[config.mk]
export PLATFORM = sky130hd
export DESIGN_NAME = cpu16_icache
export DESIGN_NICKNAME = d
export VERILOG_FILES = /design/src/rtl/cpu16_icache.sv
export SDC_FILE = /design/constraint.sdc
export NUM_CORES = 1
export LEC_CHECK = 0
export CORE_MARGIN = 5
export CORE_UTILIZATION = 35
export CTS_CLUSTER_SIZE = 20
export DETAILED_ROUTE_END_ITERATION = 6
export SLEW_MARGIN = 30
export SYNTH_ARGS = -nofsm -noshare
export SYNTH_HDL_FRONTEND = slang
export SYNTH_SLANG_ARGS = --single-unit
[constraint.sdc]
create_clock -name clk -period 5.8 [get_ports clk]
set_input_delay 1.74 -clock clk [delete_from_list [all_inputs] [get_ports clk]]
set_output_delay 1.74 -clock clk [all_outputs]
set_load 0.005 [all_outputs]
[src/rtl/cpu16_icache.sv]
// Direct-mapped, read-only instruction cache for the cpu16 instruction port.
//
// The CPU side behaves like a synchronous-read RAM. An address is presented in
// cycle N, and on a hit the data arrives with cpu_rdy in cycle N+1. On a miss,
// the whole line is fetched in order over a req/ack handshake. The CPU
// re-presents the same address, and that address hits once the fill is done.
//
// Ports:
//   clk, reset      clock; synchronous active-high reset
//   cpu_addr        word address from the CPU (combinational pc_next)
//   cpu_req         lookup request
//   cpu_data        instruction for the address sampled at the previous edge
//   cpu_rdy         cpu_data valid this cycle
//   flush           single-cycle pulse; invalidates all lines
//   mem_addr        backing-memory word address
//   mem_req         backing-memory read request, held until acked
//   mem_ack         one-cycle ack; mem_rdata valid in the same cycle
//   mem_rdata       backing-memory read data
module cpu16_icache #(
  parameter int unsigned LINE_BITS = 2,
  parameter int unsigned IDX_BITS  = 4
) (
  input  logic        clk,
  input  logic        reset,
  input  logic [15:0] cpu_addr,
  input  logic        cpu_req,
  output logic [15:0] cpu_data,
  output logic        cpu_rdy,
  input  logic        flush,
  output logic [15:0] mem_addr,
  output logic        mem_req,
  input  logic        mem_ack,
  input  logic [15:0] mem_rdata
);

  localparam int unsigned AW    = LINE_BITS + IDX_BITS;  // data array address width
  localparam int unsigned LW    = 16 - LINE_BITS;        // line address width
  localparam int unsigned TW    = 16 - AW;               // tag width
  localparam int unsigned Lines = 2 ** IDX_BITS;
  localparam int unsigned Words = 2 ** AW;

  typedef enum logic [1:0] {StIdle, StFill, StSettle} state_e;

  state_e               state_q, state_d;
  logic                 lookup_q, lookup_d;
  logic [LW-1:0]        la_q, la_d;       // line part of the lookup address
  logic [LW-1:0]        fill_q, fill_d;   // line being filled
  logic [LINE_BITS-1:0] cnt_q, cnt_d;
  logic                 flush_pend_q, flush_pend_d;
  logic [Lines-1:0]     valid_q, valid_d;
  logic [TW-1:0]        tag_q [Lines];
  logic [15:0]          data_mem [Words];
  logic [15:0]          rdata_q;

  logic                 arr_we, arr_re, tag_we, hit;
  logic [IDX_BITS-1:0]  la_idx, fill_idx;
  logic [TW-1:0]        la_tag, fill_tag;
  logic [15:0]          fill_addr;

  assign la_idx    = la_q[IDX_BITS-1:0];
  assign la_tag    = la_q[LW-1:IDX_BITS];
  assign fill_idx  = fill_q[IDX_BITS-1:0];
  assign fill_tag  = fill_q[LW-1:IDX_BITS];
  assign fill_addr = {fill_q, cnt_q};
  assign hit       = lookup_q && valid_q[la_idx] && (tag_q[la_idx] == la_tag);

  always_comb begin
    state_d      = state_q;
    lookup_d     = 1'b0;
    la_d         = la_q;
    fill_d       = fill_q;
    cnt_d        = cnt_q;
    flush_pend_d = flush_pend_q;
    valid_d      = valid_q;
    arr_we       = 1'b0;
    arr_re       = 1'b0;
    tag_we       = 1'b0;
    cpu_rdy      = 1'b0;
    mem_req      = 1'b0;
    mem_addr     = '0;

    unique case (state_q)
      StIdle: begin
        cpu_rdy = hit;
        if (lookup_q && !hit) begin
          state_d = StFill;
          fill_d  = la_q;
          cnt_d   = '0;
        end else if (cpu_req) begin
          lookup_d = 1'b1;
          la_d     = cpu_addr[15:LINE_BITS];
          arr_re   = 1'b1;
        end
      end
      StFill: begin
        mem_req  = 1'b1;
        mem_addr = fill_addr;
        if (mem_ack) begin
          arr_we = 1'b1;
          cnt_d  = cnt_q + LINE_BITS'(1);
          if (cnt_q == {LINE_BITS{1'b1}}) begin
            tag_we  = 1'b1;
            state_d = StSettle;
            if (!flush_pend_q) valid_d[fill_idx] = 1'b1;
          end
        end
      end
      StSettle: begin
        // The last fill write has landed, so reading the array from here is safe.
        state_d = StIdle;
        if (cpu_req) begin
          lookup_d = 1'b1;
          la_d     = cpu_addr[15:LINE_BITS];
          arr_re   = 1'b1;
        end
      end
      default: state_d = StIdle;
    endcase

    // A flush during a fill also poisons the line being fetched.
    if (flush) begin
      valid_d = '0;
      if (state_q == StFill) flush_pend_d = 1'b1;
    end
    if (state_d != StFill) flush_pend_d = 1'b0;

    cpu_data = cpu_rdy ? rdata_q : '0;
  end

  always_ff @(posedge clk) begin
    if (reset) begin
      state_q      <= StIdle;
      lookup_q     <= 1'b0;
      la_q         <= '0;
      fill_q       <= '0;
      cnt_q        <= '0;
      flush_pend_q <= 1'b0;
      valid_q      <= '0;
    end else begin
      state_q      <= state_d;
      lookup_q     <= lookup_d;
      la_q         <= la_d;
      fill_q       <= fill_d;
      cnt_q        <= cnt_d;
      flush_pend_q <= flush_pend_d;
      valid_q      <= valid_d;
    end
  end

  // Tags are only meaningful when the matching valid bit is set, so they need no reset.
  always_ff @(posedge clk) begin
    if (tag_we) tag_q[fill_idx] <= fill_tag;
  end

  // Single-port style data array with a registered read.
  always_ff @(posedge clk) begin
    if (arr_we) data_mem[fill_addr[AW-1:0]] <= mem_rdata;
    if (arr_re) rdata_q <= data_mem[cpu_addr[AW-1:0]];
  end

endmodule
==> results.txt <==
Fin area - 0.0559 mm²
ANT nets after route - 0
Area Overhead vs Synth - 15.9%
Final slew viol count - 0
IO Port Bufs - 70
Max Cap Viol - 0
Vias - 22400
Fmax - 179 MHz
Minimum clock period after layout - 5.58 ns
Initial Util - 35.1%
Clock tree root driver cell - clkbuf_16
CORE AREA - 0.137 mm²
Worst Slack Setup Final - 0.219 ns
CTS tree - built
GPL Wtd Cong - 0.808
Synth cell types - 49
DRC - 0
Placed Area - 0.0519 mm²
HPWL after DPL - 68300 µm
Clk pin slew, worst setup/hold paths - 0.06 ns
I/O pins - 71
HP Class - reg2reg
Average size of a mapped cell - 22.8 µm²
Synth Instances - 2121
PwrDens - 330 mW/mm²
Worst-path fanout max - 10
Pleak - 17.6 nW
RSZ-0062 raised after global routing - no
Synth Register Bits - 1254
CTS sink count - 1254
Status - complete, no violations
Hold_buf cts - 0
Routed WL per cell - 27.5 µm
Initial drt markers - 2086
Setup TNS - 0 ns
Seq/Total Area, Yosys - 76.9%
Count of final hold-check violations - 0
Crit. End Element - primary output
WP buf/inv - 3
WP data required - 4.06 ns
Synth Warn # - 0
Rel. slew slack - 34.2%
Remaining global-route overflow - 0
Die height - 381 µm
Vias per inst - 5.28
Largest net degree at the start of global routing - 65
Slowest cell on crit path - mux4_2
First-pass GRT wire length - 168000 µm
Worst-path cell chain - mux4_2, mux4_2, xnor2_1, o211ai_1, nor4_4, buf_4, buf_4, and3_1, clkdlybuf4s50_1
Tot Pwr - 0.0185 W
Commonest non-fill, non-tap cell in the layout - edfxtp_1
Worst VDD drop - 0.323 mV
Layout cell share with drive strength beyond 1 - 31.0%
Worst endpoint data arrival time - 3.84 ns
H-Tree Depth - 3
Die Footprint - 0.145 mm²
Startpoint Class - flop
Vias in the first global route - 23400
TritonRoute pass-1 iters - 5
Final Cycle Share - 96.2%
CP peak stage delay - 0.53 ns
Fin nets - 2372
DP Worst Slack - 0.281 ns
Num CTS Buffers - 120
GR Util All Layers - 15.9%
Final setup vio count - 0
Commonest non-fill, non-tap cells in the layout - 1200 x edfxtp_1, 375 x mux4_2, 134 x buf_4, 122 x clkbuf_16, 76 x nor2_1
WHS - 0.471 ns
WL final - 116000 µm
CP top delay family - multiplexers
CP Class - reg2out
Setup Skew - 0.0526 ns
Clock Latency Late Sink - 0.74 ns
Worst-Margin Slew - 0.984 ns
Row count - 136
Die X - 381 µm
Post-Syn Area - 0.0483 mm²
Initial antenna violation count - 15
Syn Nets - 2159
Clk buf depth - 3
-- power by group --
group / switching, W / total (W) / internal, W
combinational: 0.000496 / 0.000863 / 0.000368
clock: 0.00334 / 0.00763 / 0.00429
sequential: 0.0000409 / 0.00998 / 0.00993
-- layer usage --
| layer | wire length [µm] | up-vias | track usage, % | share of wire [%] |
|---|---|---|---|---|
| met3 | 9740 | 192 | 4.80 | 8.4 |
| met4 | 3310 | 10 | 4.55 | 2.8 |
| met5 | 56 | - | 0 | 0.048 |
| met2 | 56600 | 762 | 26.0 | 49 |
| li1 | - | 9381 | - | - |
| met1 | 46500 | 12000 | 20.7 | 40 |
-- layout make-up --
type,count,area (µm²)
Timing Repair Buffer,208,1930
Clock inverter,72,691
Inverter,2,7.51
Sequential cell,1254,37100
Multi-Input combinational cell,748,10700
Fill cell,11700,81400
Clock buffer,152,3180
Antenna cell,4,10.0
Tap cell,1794,2240
-- final timing paths --
| kind | from | end | slack (ns) | cells past startpoint |
|---|---|---|---|---|
| setup reg to reg | flop | la_q[9]$_SDFFE_PP0P_ | 1.92 | 10 |
| hold / removal | valid_q[11]$_SDFFE_PP0P_ | valid_q[11]$_SDFFE_PP0P_ | 0.47 | 2 |
| hold reg to reg | valid_q[11]$_SDFFE_PP0P_ | valid_q[11]$_SDFFE_PP0P_ | 0.47 | 2 |
| setup / recovery | flop | cpu_data[8] | 0.22 | 9 |
-- worst register-to-register path: stages (launching register included) --
cell and delay, ns:
dfxtp_4 0.46, mux4_2 0.54, mux4_2 0.49, xnor2_1 0.15
o211ai_1 0.14, nor4_4 0.26, buf_4 0.18, buf_8 0.20
o211a_2 0.80, buf_4 0.36, mux2i_1 0.24
-- cell usage after synthesis, drive strengths merged --
cell type	count	area, µm²
mux2i	43	430
nand2b	32	200
dfxtp	54	1080
nor4	1	21.3
o211ai	2	15.0
or3b	1	8.76
and4	1	8.76
nor4bb	1	10.0
nand3	11	55.1
nor3	1	5.00
nand4	5	31.3
inv	2	7.51
and3b	1	8.76
a2111oi	1	8.76
a21oi	20	100
buf	49	231
nand2	16	60.1
nor4b	2	17.5
a211oi	2	15.0
mux2	1	11.3
and2	21	131
xor2	1	8.76
o21ai	30	150
nand4b	1	8.76
clkbuf	68	256
a22oi	6	45.0
a31o	1	8.76
o211a	1	10.0
a311o	1	10.0
or4bb	1	11.3
a31oi	1	6.26
nand3b	3	22.5
nor3b	1	7.51
nor2b	21	131
nor2	111	417
xnor2	8	70.1
or3	1	6.26
or2	4	25.0
edfxtp	1200	36000
and3	17	106
o22ai	1	6.26
mux4	375	8450
ha	1	12.5
-- cell families after synthesis --
kind of cell / after synthesis / share of synthesized area [%]
adders and majority gates: 1 / 0.0259
buffers and inverters: 119 / 1.03
muxes: 419 / 18.4
DFF: 1254 / 76.9
and+or+nand+nor: 253 / 2.68
AOI/OAI and AO/OA: 66 / 0.778
xor gates and xnor gates: 9 / 0.163
-- timing repair --
item	in CTS	in global routing
gates resized for setup	6	7
buffers inserted	2	4
setup endpoints to repair	17	17
pin swaps	1	0
-- registers in the layout (all words and copies together) (netlist names), named ones only --
signal and cells:
data_mem 1024, tag_q 160, rdata_q 16, valid_q 16
fill_q 14, la_q 14, cnt_q 2, state_q 2
flush_pend_q 1, lookup_q 1
-- through the flow --
stage,utilization [%],std cells
3_3_place_gp,37.8,3999
5_1_grt,40.7,4231
4_1_cts,40.7,4226
2_1_floorplan,-,2121
6_report,40.7,4234
3_5_place_dp,37.8,4000
No activity file was read; power rests on OpenSTA's default activity.
